==> src/rtl/pipeline_hazard_ctrl_if.sv <==
// Bundles the hazard-relevant pipeline fields and the register control outputs.
// Combinational path only; the interface itself holds no state.
// No backpressure: the hazard unit throttles the pipeline through its enables.
interface pipeline_hazard_ctrl_if #(
    parameter int CNT_W = 16
);
    logic [4:0]       id_rs;
    logic [4:0]       id_rt;
    logic             id_uses_rt;
    logic             ex_mem_read;
    logic [4:0]       ex_rt;
    logic             mem_branch;
    logic             mem_zero;
    logic             mem_access;
    logic             mem_ready;
    logic             pc_we;
    logic             pc_src_branch;
    logic             if_id_we;
    logic             if_id_flush;
    logic             id_ex_we;
    logic             id_ex_bubble;
    logic             ex_mem_we;
    logic             ex_mem_flush;
    logic             mem_wb_bubble;
    logic [CNT_W-1:0] stall_cnt;
    logic [CNT_W-1:0] flush_cnt;
    logic             mem_timeout;

    // Pipeline side: presents instruction fields, consumes register controls.
    modport master (
        output id_rs, id_rt, id_uses_rt, ex_mem_read, ex_rt,
               mem_branch, mem_zero, mem_access, mem_ready,
        input  pc_we, pc_src_branch, if_id_we, if_id_flush, id_ex_we,
               id_ex_bubble, ex_mem_we, ex_mem_flush, mem_wb_bubble,
               stall_cnt, flush_cnt, mem_timeout
    );

    // Hazard controller side.
    modport slave (
        input  id_rs, id_rt, id_uses_rt, ex_mem_read, ex_rt,
               mem_branch, mem_zero, mem_access, mem_ready,
        output pc_we, pc_src_branch, if_id_we, if_id_flush, id_ex_we,
               id_ex_bubble, ex_mem_we, ex_mem_flush, mem_wb_bubble,
               stall_cnt, flush_cnt, mem_timeout
    );
endinterface

==> src/rtl/pipeline_hazard_ctrl.sv <==
// Hazard sequencer: stall/flush/bubble controls for the five-stage pipeline registers.
// Controls are combinational from current inputs and valid bits; counters update on posedge.
// Memory wait freezes every stage; load-use stalls PC and IF/ID for exactly one cycle.
module pipeline_hazard_ctrl #(
    parameter int CNT_W    = 16,
    parameter int WAIT_MAX = 15,
    parameter int WAIT_W   = 4
) (
    input  logic                    clk,
    input  logic                    rst,
    pipeline_hazard_ctrl_if.slave   hz
);
    typedef enum logic {RUN, MEM_WAIT} state_t;

    localparam logic [CNT_W-1:0]  CNT_MAX  = '1;
    localparam logic [WAIT_W-1:0] WAIT_LIM = WAIT_W'(WAIT_MAX);

    state_t            state, state_nxt;
    logic [WAIT_W-1:0] wait_cnt, wait_nxt;
    logic              timeout_set;
    logic              v_id, v_ex, v_mem;
    logic              v_id_nxt, v_ex_nxt, v_mem_nxt;
    logic              memw, br, lu;
    logic [CNT_W-1:0]  stall_cnt, flush_cnt;
    logic              mem_timeout;

    // Hazard detection in priority order: memory wait, taken branch, load-use.
    always_comb begin
        memw = v_mem & hz.mem_access & ~hz.mem_ready;
        br   = v_mem & hz.mem_branch & hz.mem_zero & ~memw;
        lu   = v_ex & v_id & hz.ex_mem_read & (hz.ex_rt != 5'd0) &
               ((hz.ex_rt == hz.id_rs) | (hz.id_uses_rt & (hz.ex_rt == hz.id_rt))) &
               ~memw & ~br;
    end

    // Register controls and next valid bits; bubbles never raise hazards.
    always_comb begin
        hz.pc_we         = 1'b1;
        hz.pc_src_branch = 1'b0;
        hz.if_id_we      = 1'b1;
        hz.if_id_flush   = 1'b0;
        hz.id_ex_we      = 1'b1;
        hz.id_ex_bubble  = 1'b0;
        hz.ex_mem_we     = 1'b1;
        hz.ex_mem_flush  = 1'b0;
        hz.mem_wb_bubble = 1'b0;
        v_id_nxt         = 1'b1;
        v_ex_nxt         = v_id;
        v_mem_nxt        = v_ex;
        if (memw) begin
            hz.pc_we         = 1'b0;
            hz.if_id_we      = 1'b0;
            hz.id_ex_we      = 1'b0;
            hz.ex_mem_we     = 1'b0;
            hz.mem_wb_bubble = 1'b1;
            v_id_nxt         = v_id;
            v_ex_nxt         = v_ex;
            v_mem_nxt        = v_mem;
        end else if (br) begin
            hz.pc_src_branch = 1'b1;
            hz.if_id_flush   = 1'b1;
            hz.id_ex_bubble  = 1'b1;
            hz.ex_mem_flush  = 1'b1;
            v_id_nxt         = 1'b0;
            v_ex_nxt         = 1'b0;
            v_mem_nxt        = 1'b0;
        end else if (lu) begin
            hz.pc_we         = 1'b0;
            hz.if_id_we      = 1'b0;
            hz.id_ex_bubble  = 1'b1;
            v_id_nxt         = v_id;
            v_ex_nxt         = 1'b0;
            v_mem_nxt        = v_ex;
        end
    end

    // Wait FSM next state: count MEM_WAIT cycles, saturating; leave on the ready cycle.
    always_comb begin
        state_nxt   = state;
        wait_nxt    = wait_cnt;
        timeout_set = 1'b0;
        case (state)
            RUN: begin
                if (memw) state_nxt = MEM_WAIT;
            end
            MEM_WAIT: begin
                if (memw) begin
                    if (wait_cnt != WAIT_LIM) wait_nxt = wait_cnt + 1'b1;
                    timeout_set = (wait_nxt == WAIT_LIM);
                end else begin
                    state_nxt = RUN;
                    wait_nxt  = '0;
                end
            end
            default: state_nxt = RUN;
        endcase
    end

    // State, valid bits, saturating counters and sticky timeout.
    always_ff @(posedge clk or posedge rst) begin
        if (rst) begin
            state       <= RUN;
            wait_cnt    <= '0;
            v_id        <= 1'b0;
            v_ex        <= 1'b0;
            v_mem       <= 1'b0;
            stall_cnt   <= '0;
            flush_cnt   <= '0;
            mem_timeout <= 1'b0;
        end else begin
            state    <= state_nxt;
            wait_cnt <= wait_nxt;
            v_id     <= v_id_nxt;
            v_ex     <= v_ex_nxt;
            v_mem    <= v_mem_nxt;
            if ((memw | lu) && stall_cnt != CNT_MAX) stall_cnt <= stall_cnt + 1'b1;
            if (br && flush_cnt != CNT_MAX)          flush_cnt <= flush_cnt + 1'b1;
            if (timeout_set)                         mem_timeout <= 1'b1;
        end
    end

    // Expose status registers on the interface.
    always_comb begin
        hz.stall_cnt   = stall_cnt;
        hz.flush_cnt   = flush_cnt;
        hz.mem_timeout = mem_timeout;
    end
endmodule
==> src/flat_wrapper.sv <==
// flat-port wrapper written by rule: the top's interface ports become plain ports
module pipeline_hazard_ctrl_flat 
#(
    parameter int CNT_W    = 16,
    parameter int WAIT_MAX = 15,
    parameter int WAIT_W   = 4
)
  (clk, rst, hz_id_rs, hz_id_rt, hz_id_uses_rt, hz_ex_mem_read, hz_ex_rt, hz_mem_branch, hz_mem_zero, hz_mem_access, hz_mem_ready, hz_pc_we, hz_pc_src_branch, hz_if_id_we, hz_if_id_flush, hz_id_ex_we, hz_id_ex_bubble, hz_ex_mem_we, hz_ex_mem_flush, hz_mem_wb_bubble, hz_stall_cnt, hz_flush_cnt, hz_mem_timeout);
  pipeline_hazard_ctrl_if #(.CNT_W(CNT_W)) hz_i ();
  input  logic clk;
  input  logic rst;
  input wire logic [$bits(hz_i.id_rs)-1:0] hz_id_rs;
  input wire logic [$bits(hz_i.id_rt)-1:0] hz_id_rt;
  input wire logic [$bits(hz_i.id_uses_rt)-1:0] hz_id_uses_rt;
  input wire logic [$bits(hz_i.ex_mem_read)-1:0] hz_ex_mem_read;
  input wire logic [$bits(hz_i.ex_rt)-1:0] hz_ex_rt;
  input wire logic [$bits(hz_i.mem_branch)-1:0] hz_mem_branch;
  input wire logic [$bits(hz_i.mem_zero)-1:0] hz_mem_zero;
  input wire logic [$bits(hz_i.mem_access)-1:0] hz_mem_access;
  input wire logic [$bits(hz_i.mem_ready)-1:0] hz_mem_ready;
  output wire logic [$bits(hz_i.pc_we)-1:0] hz_pc_we;
  output wire logic [$bits(hz_i.pc_src_branch)-1:0] hz_pc_src_branch;
  output wire logic [$bits(hz_i.if_id_we)-1:0] hz_if_id_we;
  output wire logic [$bits(hz_i.if_id_flush)-1:0] hz_if_id_flush;
  output wire logic [$bits(hz_i.id_ex_we)-1:0] hz_id_ex_we;
  output wire logic [$bits(hz_i.id_ex_bubble)-1:0] hz_id_ex_bubble;
  output wire logic [$bits(hz_i.ex_mem_we)-1:0] hz_ex_mem_we;
  output wire logic [$bits(hz_i.ex_mem_flush)-1:0] hz_ex_mem_flush;
  output wire logic [$bits(hz_i.mem_wb_bubble)-1:0] hz_mem_wb_bubble;
  output wire logic [$bits(hz_i.stall_cnt)-1:0] hz_stall_cnt;
  output wire logic [$bits(hz_i.flush_cnt)-1:0] hz_flush_cnt;
  output wire logic [$bits(hz_i.mem_timeout)-1:0] hz_mem_timeout;
  assign hz_i.id_rs = hz_id_rs;
  assign hz_i.id_rt = hz_id_rt;
  assign hz_i.id_uses_rt = hz_id_uses_rt;
  assign hz_i.ex_mem_read = hz_ex_mem_read;
  assign hz_i.ex_rt = hz_ex_rt;
  assign hz_i.mem_branch = hz_mem_branch;
  assign hz_i.mem_zero = hz_mem_zero;
  assign hz_i.mem_access = hz_mem_access;
  assign hz_i.mem_ready = hz_mem_ready;
  assign hz_pc_we = hz_i.pc_we;
  assign hz_pc_src_branch = hz_i.pc_src_branch;
  assign hz_if_id_we = hz_i.if_id_we;
  assign hz_if_id_flush = hz_i.if_id_flush;
  assign hz_id_ex_we = hz_i.id_ex_we;
  assign hz_id_ex_bubble = hz_i.id_ex_bubble;
  assign hz_ex_mem_we = hz_i.ex_mem_we;
  assign hz_ex_mem_flush = hz_i.ex_mem_flush;
  assign hz_mem_wb_bubble = hz_i.mem_wb_bubble;
  assign hz_stall_cnt = hz_i.stall_cnt;
  assign hz_flush_cnt = hz_i.flush_cnt;
  assign hz_mem_timeout = hz_i.mem_timeout;
  pipeline_hazard_ctrl #(.CNT_W(CNT_W), .WAIT_MAX(WAIT_MAX), .WAIT_W(WAIT_W)) u_core (.clk(clk), .rst(rst), .hz(hz_i));
endmodule
==> config.mk <==
export PLATFORM = sky130hd
export DESIGN_NAME = pipeline_hazard_ctrl_flat
export DESIGN_NICKNAME = d
export VERILOG_FILES = /design/src/rtl/pipeline_hazard_ctrl_if.sv /design/src/rtl/pipeline_hazard_ctrl.sv /design/src/flat_wrapper.sv
export SDC_FILE = /design/constraint.sdc
export NUM_CORES = 1
export LEC_CHECK = 0
export BUFFER_PORTS_ARGS = -buffer_cell sky130_fd_sc_hd__buf_2
export CAP_MARGIN = 40
export CELL_PAD_IN_SITES_DETAIL_PLACEMENT = 0
export CELL_PAD_IN_SITES_GLOBAL_PLACEMENT = 1
export CORE_ASPECT_RATIO = 1.5
export CORE_UTILIZATION = 35
export DETAILED_ROUTE_END_ITERATION = 16
export PLACE_DENSITY_LB_ADDON = 0.1
export SETUP_SLACK_MARGIN = 0.15
export SKIP_LAST_GASP = 1
export SYNTH_ARGS = -nofsm -noshare
export SYNTH_HDL_FRONTEND = slang
export SYNTH_SLANG_ARGS = --single-unit
==> constraint.sdc <==
create_clock -name clk -period 1.8 [get_ports clk]
set_input_delay 0.18 -clock clk [delete_from_list [all_inputs] [get_ports clk]]
set_output_delay 0.18 -clock clk [all_outputs]
set_load 0.01 [all_outputs]
==> flow_summary.ini, run 1 <==
[clocking]
htree_levels = 2
cts_root_buf = clkbuf_8
cts.clk_slew.worst_paths_ns = 0.08
clock-sinks = 41
cts_buffer_depth = 2
numCtsBuffers = 5
worst_skew_pair.late_latency_ns = 0.29
cts_tree = done
postCtsHoldBufs = 0

[yosys]
synth_area_per_cell_um2 = 10.1
synth_flop_cell = dfrtp_1
synth_area_leaders = dfrtp_1 49%, xnor2_1 8.7%, xor2_1 7.9%
synth.distinct_cells = 41
syn_area_um2 = 2110
yosysSeqAreaShare_pct = 48.6
async_flop_share_pct = 100
synth_edf_count = 0
synth_nets = 234
yosysTopAreaCell = dfrtp_1
synthCells = 208
ys_warn_count = 0
synth_seq_cells = 41
yosys.area.top_type_share_pct = 48.6

[floorplan]
dieArea_um2 = 6350
dieHeight_um = 97.1
io_pins = 65
core-area_um2 = 5830
rows = 34
initial_utilization_pct = 36.2
dieWidth_um = 65.4

[pwr]
switching_share_pct = 32.9
seq_power_share_pct = 41.9
power.switching_uw = 948
p_leak_nw = 1.66
p_comb_share_pct = 34.9
vdd_ir_drop_max_uv = 463
power.density_nw_per_um2 = 855
clkPwrFrac_pct = 23.2
p_int_mw = 1.93

[detailed_routing]
ant_nets = 0
wirelength_um = 5360
post-route-drc-count = 0
drt-pass1-iter-count = 4
vias = 1941
wire_per_inst_um = 13.5
vias_per_cell = 4.89
dr.first_iter.drc_count = 74

[critical_path]
crit_path_top_delay_cell = dfrtp_1
cp.arrival_ns = 1.57
end_kind = primary output
slowest_delay_ns = 0.38
critPathRequiredTime_ns = 1.62
path_cells = nand3_2 -> or2_4 -> inv_4 -> nor2_4 -> a21oi_4 -> buf_12 -> buf_6
crit_fanout = 4
cp_top_family = simple AND/OR/NAND/NOR gates
cp_num_buf_inv = 3
critical_path_class = flip-flop to primary output
cp-start-kind = flip-flop

[global_routing]
use_met2_pct = 31.6
antenna_found_initial = 0
top_usage_layer = met2
grt_pass1_vias = 1912
grt-ovfl-total = 0
grt_pass1_wl_um = 8610
use_met3_pct = 2.93
grt_usage_pct = 17.3
grtUsageMet1_pct = 19.8
grt_max_degree = 42

[final_layout]
syn2layout_area_growth_pct = 59.5
fin_util_pct = 57.8
post-route-cell-area_um2 = 3370
final-seq-area_um2 = 1030
antenna_cells = 0
drive_gt1_share_pct = 53.8
num-nets-final = 350
fillCellCount = 539
multiInputGateArea_um2 = 1300

[placement]
place_hpwl_um = 3690
gp_congestion = 0.748
portBuffers = 64
dp_worst_setup_slack_ns = -0.0924
postPlaceCellArea_um2 = 2780

[worst_hold_path]
min_path_type = input port to async pin

[flow_run]
drv_cap = 0

[timing]
fin_crit_ns = 1.75
setup_viol = 0
fmax_mhz = 570
setup_slack_ns = 0.0458
hold_viol = 0
drv_slew = 0
rsz0062_at_grt = yes
skew_ns = 0.00749
final.period_utilization_pct = 97.5
tightest_slew_ns = 0.533
slew_headroom_pct = 64.4

[outcome]
status = completed
==> layout make-up <==
class	count	area share [%]
flip-flops and latches	41	30.5
multi-input cells	152	38.6
inverters	9	1.11
well taps	72	2.68
clock buffers	7	2.86
clock inverters	1	0.149
repair buffers	115	24.0
==> cell usage after synthesis (all sizes together) (2+ instances only) <==
cell / n
mux2: 3
a21oi: 4
nor3: 8
inv: 8
nor3b: 2
o21ai: 9
ha: 3
and4: 2
xor2: 19
or2: 2
xnor2: 21
nand4: 6
and3: 3
buf: 5
nor4: 4
nand3: 14
nor2: 15
dfrtp: 41
nand2: 25
==> registers in the layout (all words and copies together) (netlist names) <==
signal	cells
u_core.hz.flush_cnt	16
u_core.hz.stall_cnt	16
u_core.wait_cnt	4
u_core.hz.mem_timeout	1
u_core.state	1
u_core.v_ex	1
u_core.v_id	1
u_core.v_mem	1
==> layout by cell type, fill, tap and decap left out, types with 7 or more instances in the layout <==
cell type	count
clkbuf_8	7
nand3_1	10
xor2_1	19
buf_4	38
buf_6	14
dfrtp_1	39
inv_1	7
buf_2	59
xnor2_1	21
nand2_1	23
nor2_2	7
==> routing by layer <==
metal  vias up  routed length (um)
met2        40                2970
met1       949                2130
li1        942                   -
met3        10                 149
met4         0                 112
met5         -                   0
==> tightest hold or removal path: cells and delay by family <==
kind                   cells  cell delay, ns
buffers and inverters      3            0.57
==> repair_timing <==
action	4_1_cts	5_1_grt
endpoints found under the setup margin	30	37
hold endpoints to repair	0	0
pin swaps	11	19
setup buffers	13	9
gates resized for setup	17	52
cloned	0	0
==> worst paths after layout <==
| path | start | end | slack (ns) | depth (start not counted) |
|---|---|---|---|---|
| worst max-delay path | u_core.v_mem | hz_if_id_we | 0.05 | 7 |
| worst min-delay path | rst | u_core.hz.stall_cnt[13] | 0.02 | 3 |
| worst max register to register | u_core.hz.stall_cnt[1] | u_core.hz.stall_cnt[15] | 0.06 | 5 |
| worst min register to register | u_core.hz.mem_timeout | u_core.hz.mem_timeout | 0.47 | 1 |
| max in group asynchronous | rst | u_core.hz.stall_cnt[0] | 1.40 | 3 |
| min in group clk | hz_mem_ready | u_core.v_mem | 0.24 | 4 |
==> kinds of logic (layout without fill, tap and decap cells) <==
kind of cell	count (synthesis)	count (layout)	share of synthesized area, %
buffers and inverters	15	132	3.73
DFF	41	41	48.6
adders and majority gates	3	3	1.78
AOI/OAI and AO/OA	20	20	6.76
muxes	3	3	1.96
and+or+nand+nor	86	86	20.6
xor gates and xnor gates	40	40	16.6
==> power by group through the flow <==
stage	logic (mW)	registers (mW)	clock network (mW)
after global routing	1.11	1.23	0.722
final	1.00	1.21	0.669
after floorplan	0.350	1.28	0
after detailed placement	0.782	1.22	0
after global placement	0.771	1.21	0
after CTS	0.894	1.19	0.686
==> metrics by stage <==
stage	TNS [ns]	cells	power, mW	hold slack, ns
2_1_floorplan	0	208	1.63	0.380
3_3_place_gp	-0.392	367	1.99	0.352
3_5_place_dp	-0.887	367	2.00	0.349
4_1_cts	0	388	2.77	0.0301
5_1_grt	-0.0537	397	3.06	0.0821
6_report	0	397	2.88	0.0160
(Power assumes the default switching activity.)
==> run 2, diff against run 1 <==
- ABC_AREA: unset -> 1
- CORE_UTILIZATION: 35 -> 34
==> run 2 against run 1 <==
Combinational power hardly changed. Setup slack better by 0.10 ns. Cell area rose by 1.4%. Clock skew fell by 0.0030 ns. Synthesized area grew 21%. Largest power group unchanged.
==> flow_summary.ini, run 2 <==
[global_routing]
antenna_found_initial = 0
grt_pass1_vias = 2442
grt-ovfl-total = 0
grt_pass1_wl_um = 11100
grt_usage_pct = 18.2
grt_max_degree = 42

[placement]
portBuffers = 64
place_inst = 518
place_hpwl_um = 4920
gp_congestion = 0.836

[final_layout]
antenna_cells = 0
instances_no_fill = 541
fin_util_pct = 47.0
num-nets-final = 467
layout_common_cells = 110 x nand2_1, 64 x buf_2, 45 x inv_1, 39 x dfrtp_1, 26 x nand3_1
largest_registers = u_core.hz.flush_cnt: 16 flops, u_core.hz.stall_cnt: 16 flops, u_core.wait_cnt: 4 flops
final_common_cell = nand2_1
syn2layout_area_growth_pct = 33.6
drive_gt1_share_pct = 32.0

[critical_path]
critPathRequiredTime_ns = 1.99
critical_path_class = flip-flop to flip-flop
slowest_delay_ns = 0.41
path_cells = ha_4 -> nand3_4 -> nor2_4 -> nand2_4 -> nor2_4 -> nand3_4 -> buf_4 -> nand3_1 -> nand2_1
cp_num_buf_inv = 1
cp.arrival_ns = 1.85
cp-start-kind = flip-flop
end_kind = flip-flop
crit_path_top_delay_cell = dfrtp_1
cp_top_family = simple AND/OR/NAND/NOR gates
reg2regPathDepth = 9
cp.depth = 9
crit_fanout = 8

[yosys]
yosys.area.top_type_share_pct = 40.1
async_flop_share_pct = 100
yosysSeqAreaShare_pct = 40.1
synth_edf_count = 0
yosysMostFrequentCell = nand2_1
netlist_top_cells_count = 113 x nand2_1, 47 x inv_1, 41 x dfrtp_1
synthCells = 351
synth_nets = 377
synth.distinct_cells = 32
synth_area_leaders = dfrtp_1 40%, nand2_1 17%, inv_1 6.9%
synth_area_per_cell_um2 = 7.29
synth_flop_cell = dfrtp_1
synth_seq_cells = 41
syn_area_um2 = 2560
ys_warn_count = 0
yosysTopAreaCell = dfrtp_1

[pwr]
total_power_mw = 2.89
p_leak_nw = 1.83
vdd_ir_drop_max_uv = 540
power.density_nw_per_um2 = 847

[detailed_routing]
vias = 2487
wire_per_inst_um = 12.3
routed-wl-met3_um = 238
post-route-drc-count = 0
drt-pass1-iter-count = 4
wl_met1_um = 2870
met2_length_um = 3380
ant_nets = 0
wirelength_um = 6670
top_layer_used = met4
vias_per_cell = 4.60
dr.first_iter.drc_count = 78

[timing]
hold_viol = 0
tightest_slew_ns = 0.533
drv_slew = 0
final.setup.tns_ns = 0
skew_ns = 0.00449
rsz0062_at_grt = yes
fmax_mhz = 605
slew_headroom_pct = 64.5
fin_crit_ns = 1.65
setup_viol = 0
final.period_utilization_pct = 91.9

[floorplan]
dieHeight_um = 108
io_pins = 65
dieArea_um2 = 7880
core-area_um2 = 7270
dieWidth_um = 72.8
initial_utilization_pct = 35.2
rows = 38

[worst_hold_path]
min_path_type = input port to async pin

[clocking]
clock-sinks = 41
worst_skew_pair.late_latency_ns = 0.29
numCtsBuffers = 5
postCtsHoldBufs = 0
cts_tree = done
htree_levels = 2
cts.clk_slew.worst_paths_ns = 0.08
cts_buffer_depth = 2
cts_root_buf = clkbuf_8

[outcome]
status = completed

[flow_run]
drv_cap = 0
[run 2: changes by cell type in the layout (fill, tap and decap cells not counted), sizes merged, moves of 3 or more]
| cell | before | now |
|---|---|---|
| nand3 | 14 | 36 |
| nor2 | 15 | 31 |
| xor2 | 19 | 15 |
| mux2 | 3 | 0 |
| and3 | 3 | 0 |
| nor3 | 8 | 12 |
| nand2 | 25 | 118 |
| inv | 8 | 48 |
| buf | 115 | 92 |
| o22ai | 1 | 4 |
| xnor2 | 21 | 8 |
[run 2: what timing repair did]
action	4_1_cts	5_1_grt
resized for setup	11	35
setup buffers	5	11
setup endpoints to repair	22	33
pin swaps	2	17
[run 2: cell families (layout without fill, tap and decap cells)]
logic type | Yosys count | in the layout | synth area share, %
and+or+nand+nor | 209 | 209 | 36.3
buffers and inverters | 57 | 147 | 9.88
DFF | 41 | 41 | 40.1
xor gates and xnor gates | 23 | 23 | 7.88
AOI/OAI and AO/OA | 18 | 18 | 4.40
adders and majority gates | 3 | 3 | 1.47
[run 2: cell type report]
| cell class | instances | area (um2) |
|---|---|---|
| sequential | 41 | 1030 |
| inverter | 48 | 185 |
| tap | 100 | 125 |
| timing repair buffer | 92 | 546 |
| clock buffer | 7 | 86.3 |
| multi-input combinational | 253 | 1450 |
| fill | 762 | 3860 |
[run 2: per-layer routing]
layer | vias up | GRT usage, %
met2 | 61 | 31.4
met4 | 0 | 8.26
met5 | - | 0
met1 | 1132 | 21.6
li1 | 1280 | -
met3 | 14 | 3.54
[run 2: report_power, final]
group / internal, mW / leakage [nW] / switching (mW) / total, mW
Sequential: 1.07 / 0.531 / 0.214 / 1.29
Combinational: 0.438 / 1.26 / 0.543 / 0.981
Clock: 0.305 / 0.0443 / 0.318 / 0.623
[run 2: final timing paths]
| check | from | endpoint | slack (ns) |
|---|---|---|---|
| max in group asynchronous | rst | u_core.hz.flush_cnt[7] | 1.40 |
| hold / removal | rst | u_core.wait_cnt[3] | 0.007 |
| min in group clk | hz_mem_ready | u_core.v_ex | 0.36 |
| hold reg to reg | u_core.hz.mem_timeout | u_core.hz.mem_timeout | 0.47 |
| setup reg to reg | u_core.hz.stall_cnt[1] | u_core.hz.stall_cnt[9] | 0.15 |
| setup / recovery | u_core.hz.stall_cnt[1] | u_core.hz.stall_cnt[9] | 0.15 |
[run 2: stage by stage]
stage | hold WS (ns) | cell area, um2 | setup slack [ns]
final | 0.00739 | 3420 | 0.146
after global routing | 0.0604 | 3420 | 0.0661
after CTS | 0.0305 | 3190 | 0.149
after detailed placement | 0.356 | 3020 | 0.0781
after global placement | 0.353 | 3020 | 0.0661
after floorplan | 0.410 | 2560 | 0.197
[run 2: tightest hold or removal path: cells and delay by family]
family	cells	cell delay [ns]
buf+inv	3	0.57
==> run 3, diff against run 2 <==
- clock period: 1.8 -> 1.5 ns (I/O delays scaled with it)
==> run 3 against run 2 <==
The run now ends with setup timing left. Die area unchanged. Sequential share of layout area is 4.5 points lower. Register-to-register slack worse by 0.26 ns. Via count grew 7.0%. Cell area grew 17%. Global-route usage grew 1.3 points. Hold slack gained 0.31 ns. Sequential power grew 17%. Count of clock-buffer cells in the layout stayed put. First-iteration DRC count rose by 22%. Fmax is 2.2% higher. Critical endpoint is now u_core.hz.stall_cnt[5]. Largest power group is now combinational logic. Highest routed layer unchanged.
==> flow_summary.ini, run 3 (same netlist as run 2, synthesis figures left out) <==
[outcome]
status = finished, violations left
violations = setup timing

[floorplan]
initial_utilization_pct = 35.2
dieHeight_um = 108
dieArea_um2 = 7880
rows = 38
io_pins = 65
dieWidth_um = 72.8
core-area_um2 = 7270

[critical_path]
cp-start-kind = flip-flop
critPathRequiredTime_ns = 1.70
cp.arrival_ns = 1.81
end_kind = flip-flop
crit_fanout = 7
critical_path_class = flip-flop to flip-flop

[detailed_routing]
post-route-drc-count = 0
dr.first_iter.drc_count = 95
ant_nets = 0
vias = 2660
wire_per_inst_um = 12.6
drt-pass1-iter-count = 4
vias_per_cell = 4.61
wirelength_um = 7270

[timing]
final.setup.tns_ns = -1.57
slew_headroom_pct = 63.1
drv_slew = 0
fin_crit_ns = 1.62
fmax_mhz = 618
skew_ns = 0.0124
rsz0062_at_grt = yes
hold_viol = 0
tightest_slew_ns = 0.553
setup_slack_ns = -0.118
final.period_utilization_pct = 108
setup_viol = 18

[pwr]
p_leak_nw = 2.10
power.density_nw_per_um2 = 1000
vdd_ir_drop_max_uv = 944

[global_routing]
grt_pass1_wl_um = 11900
grt_usage_pct = 19.5
antenna_found_initial = 0
grt_pass1_vias = 2655
grt_max_degree = 42
grt-ovfl-total = 0

[clocking]
cts_root_buf = clkbuf_8
htree_levels = 2
cts_buffer_depth = 2
worst_skew_pair.late_latency_ns = 0.30
clock-sinks = 41
cts_tree = done
numCtsBuffers = 5
cts.clk_slew.worst_paths_ns = 0.09

[final_layout]
final_common_cell = nand2_1
fillCellCount = 726
post-route-cell-area_um2 = 4010
largest_registers = u_core.hz.flush_cnt: 16 flops, u_core.hz.stall_cnt: 16 flops, u_core.wait_cnt: 4 flops
layout_common_cells = 97 x nand2_1, 60 x buf_2, 50 x buf_4, 41 x dfrtp_1, 40 x inv_1
num-nets-final = 502
drive_gt1_share_pct = 45.7
multiInputGateArea_um2 = 1650
syn2layout_area_growth_pct = 56.8
antenna_cells = 0
final-seq-area_um2 = 1030
fin_util_pct = 55.1

[flow_run]
drv_cap = 0

[placement]
postPlaceCellArea_um2 = 3340
dp_worst_setup_slack_ns = -0.0647
gp_congestion = 0.829
portBuffers = 64
place_hpwl_um = 5060

[worst_hold_path]
min_path_type = input port to flip-flop
run 3: changes by cell type in the layout (fill, tap and decap cells not counted), sizes merged:
| cell | delta |
|---|---|
| bufinv | +1 |
| buf | +33 |
| inv | +1 |
| dlygate4sd3 | +1 |
run 3: final timing paths:
check / start / endpoint / slack [ns] / cells after the start
worst max register to register: u_core.hz.stall_cnt[0] / u_core.hz.stall_cnt[5] / -0.12 / 9
worst min register to register: u_core.hz.mem_timeout / u_core.hz.mem_timeout / 0.48 / 1
max in group asynchronous: rst / u_core.hz.flush_cnt[1] / 0.53 / 4
worst max-delay path: u_core.hz.stall_cnt[0] / u_core.hz.stall_cnt[5] / -0.12 / 9
worst min-delay path: hz_mem_ready / u_core.state / 0.32 / 5
min in group asynchronous: rst / u_core.v_mem / 0.58 / 4
run 3: timing repair:
item / in CTS / in global routing
hold buffers: 1 / 0
setup buffers: 15 / 4
endpoints found under the setup margin: 39 / 43
endpoints found under the hold margin: 14 / 0
resized for setup: 68 / 23
pin swaps: 32 / 12
cloned: 1 / 0
run 3: through the flow:
step	hold slack, ns	std cells	total power [mW]
6_report	0.321	577	4.02
5_1_grt	0.337	577	4.28
4_1_cts	0.328	573	3.98
3_5_place_dp	0.325	548	2.76
3_3_place_gp	0.320	548	2.75
2_1_floorplan	0.380	351	2.16
run 3: power by group:
group	internal (mW)	leakage [nW]	total (mW)	switching (mW)
registers	1.29	0.534	1.51	0.220
logic	0.769	1.51	1.56	0.794
clock network	0.543	0.0585	0.948	0.405
run 3: area by class of cell:
cell class,instances,area share [%]
Inverter,48,4.80
Clock inverter,1,0.749
Timing Repair inverter,1,0.406
Sequential cell,41,25.6
Tap cell,100,3.12
Clock buffer,7,2.15
Multi-Input combinational cell,253,41.2
Timing Repair Buffer,126,22.0
run 3: layer usage:
metal	global-route usage, %	part of all wire (%)
met1	21.5	40
met2	36.2	55
met3	3.08	2.8
met4	8.26	2.4
met5	0	0
run 3: worst max-delay path: stages (launching register included):
cell and delay (ns):
dfrtp_1 0.40, ha_4 0.17, nand3_4 0.09, nor2_4 0.15, nand2_4 0.09, nor2_4 0.15, nand3_4 0.16, buf_6 0.15
nand3_1 0.09, nand2_1 0.06
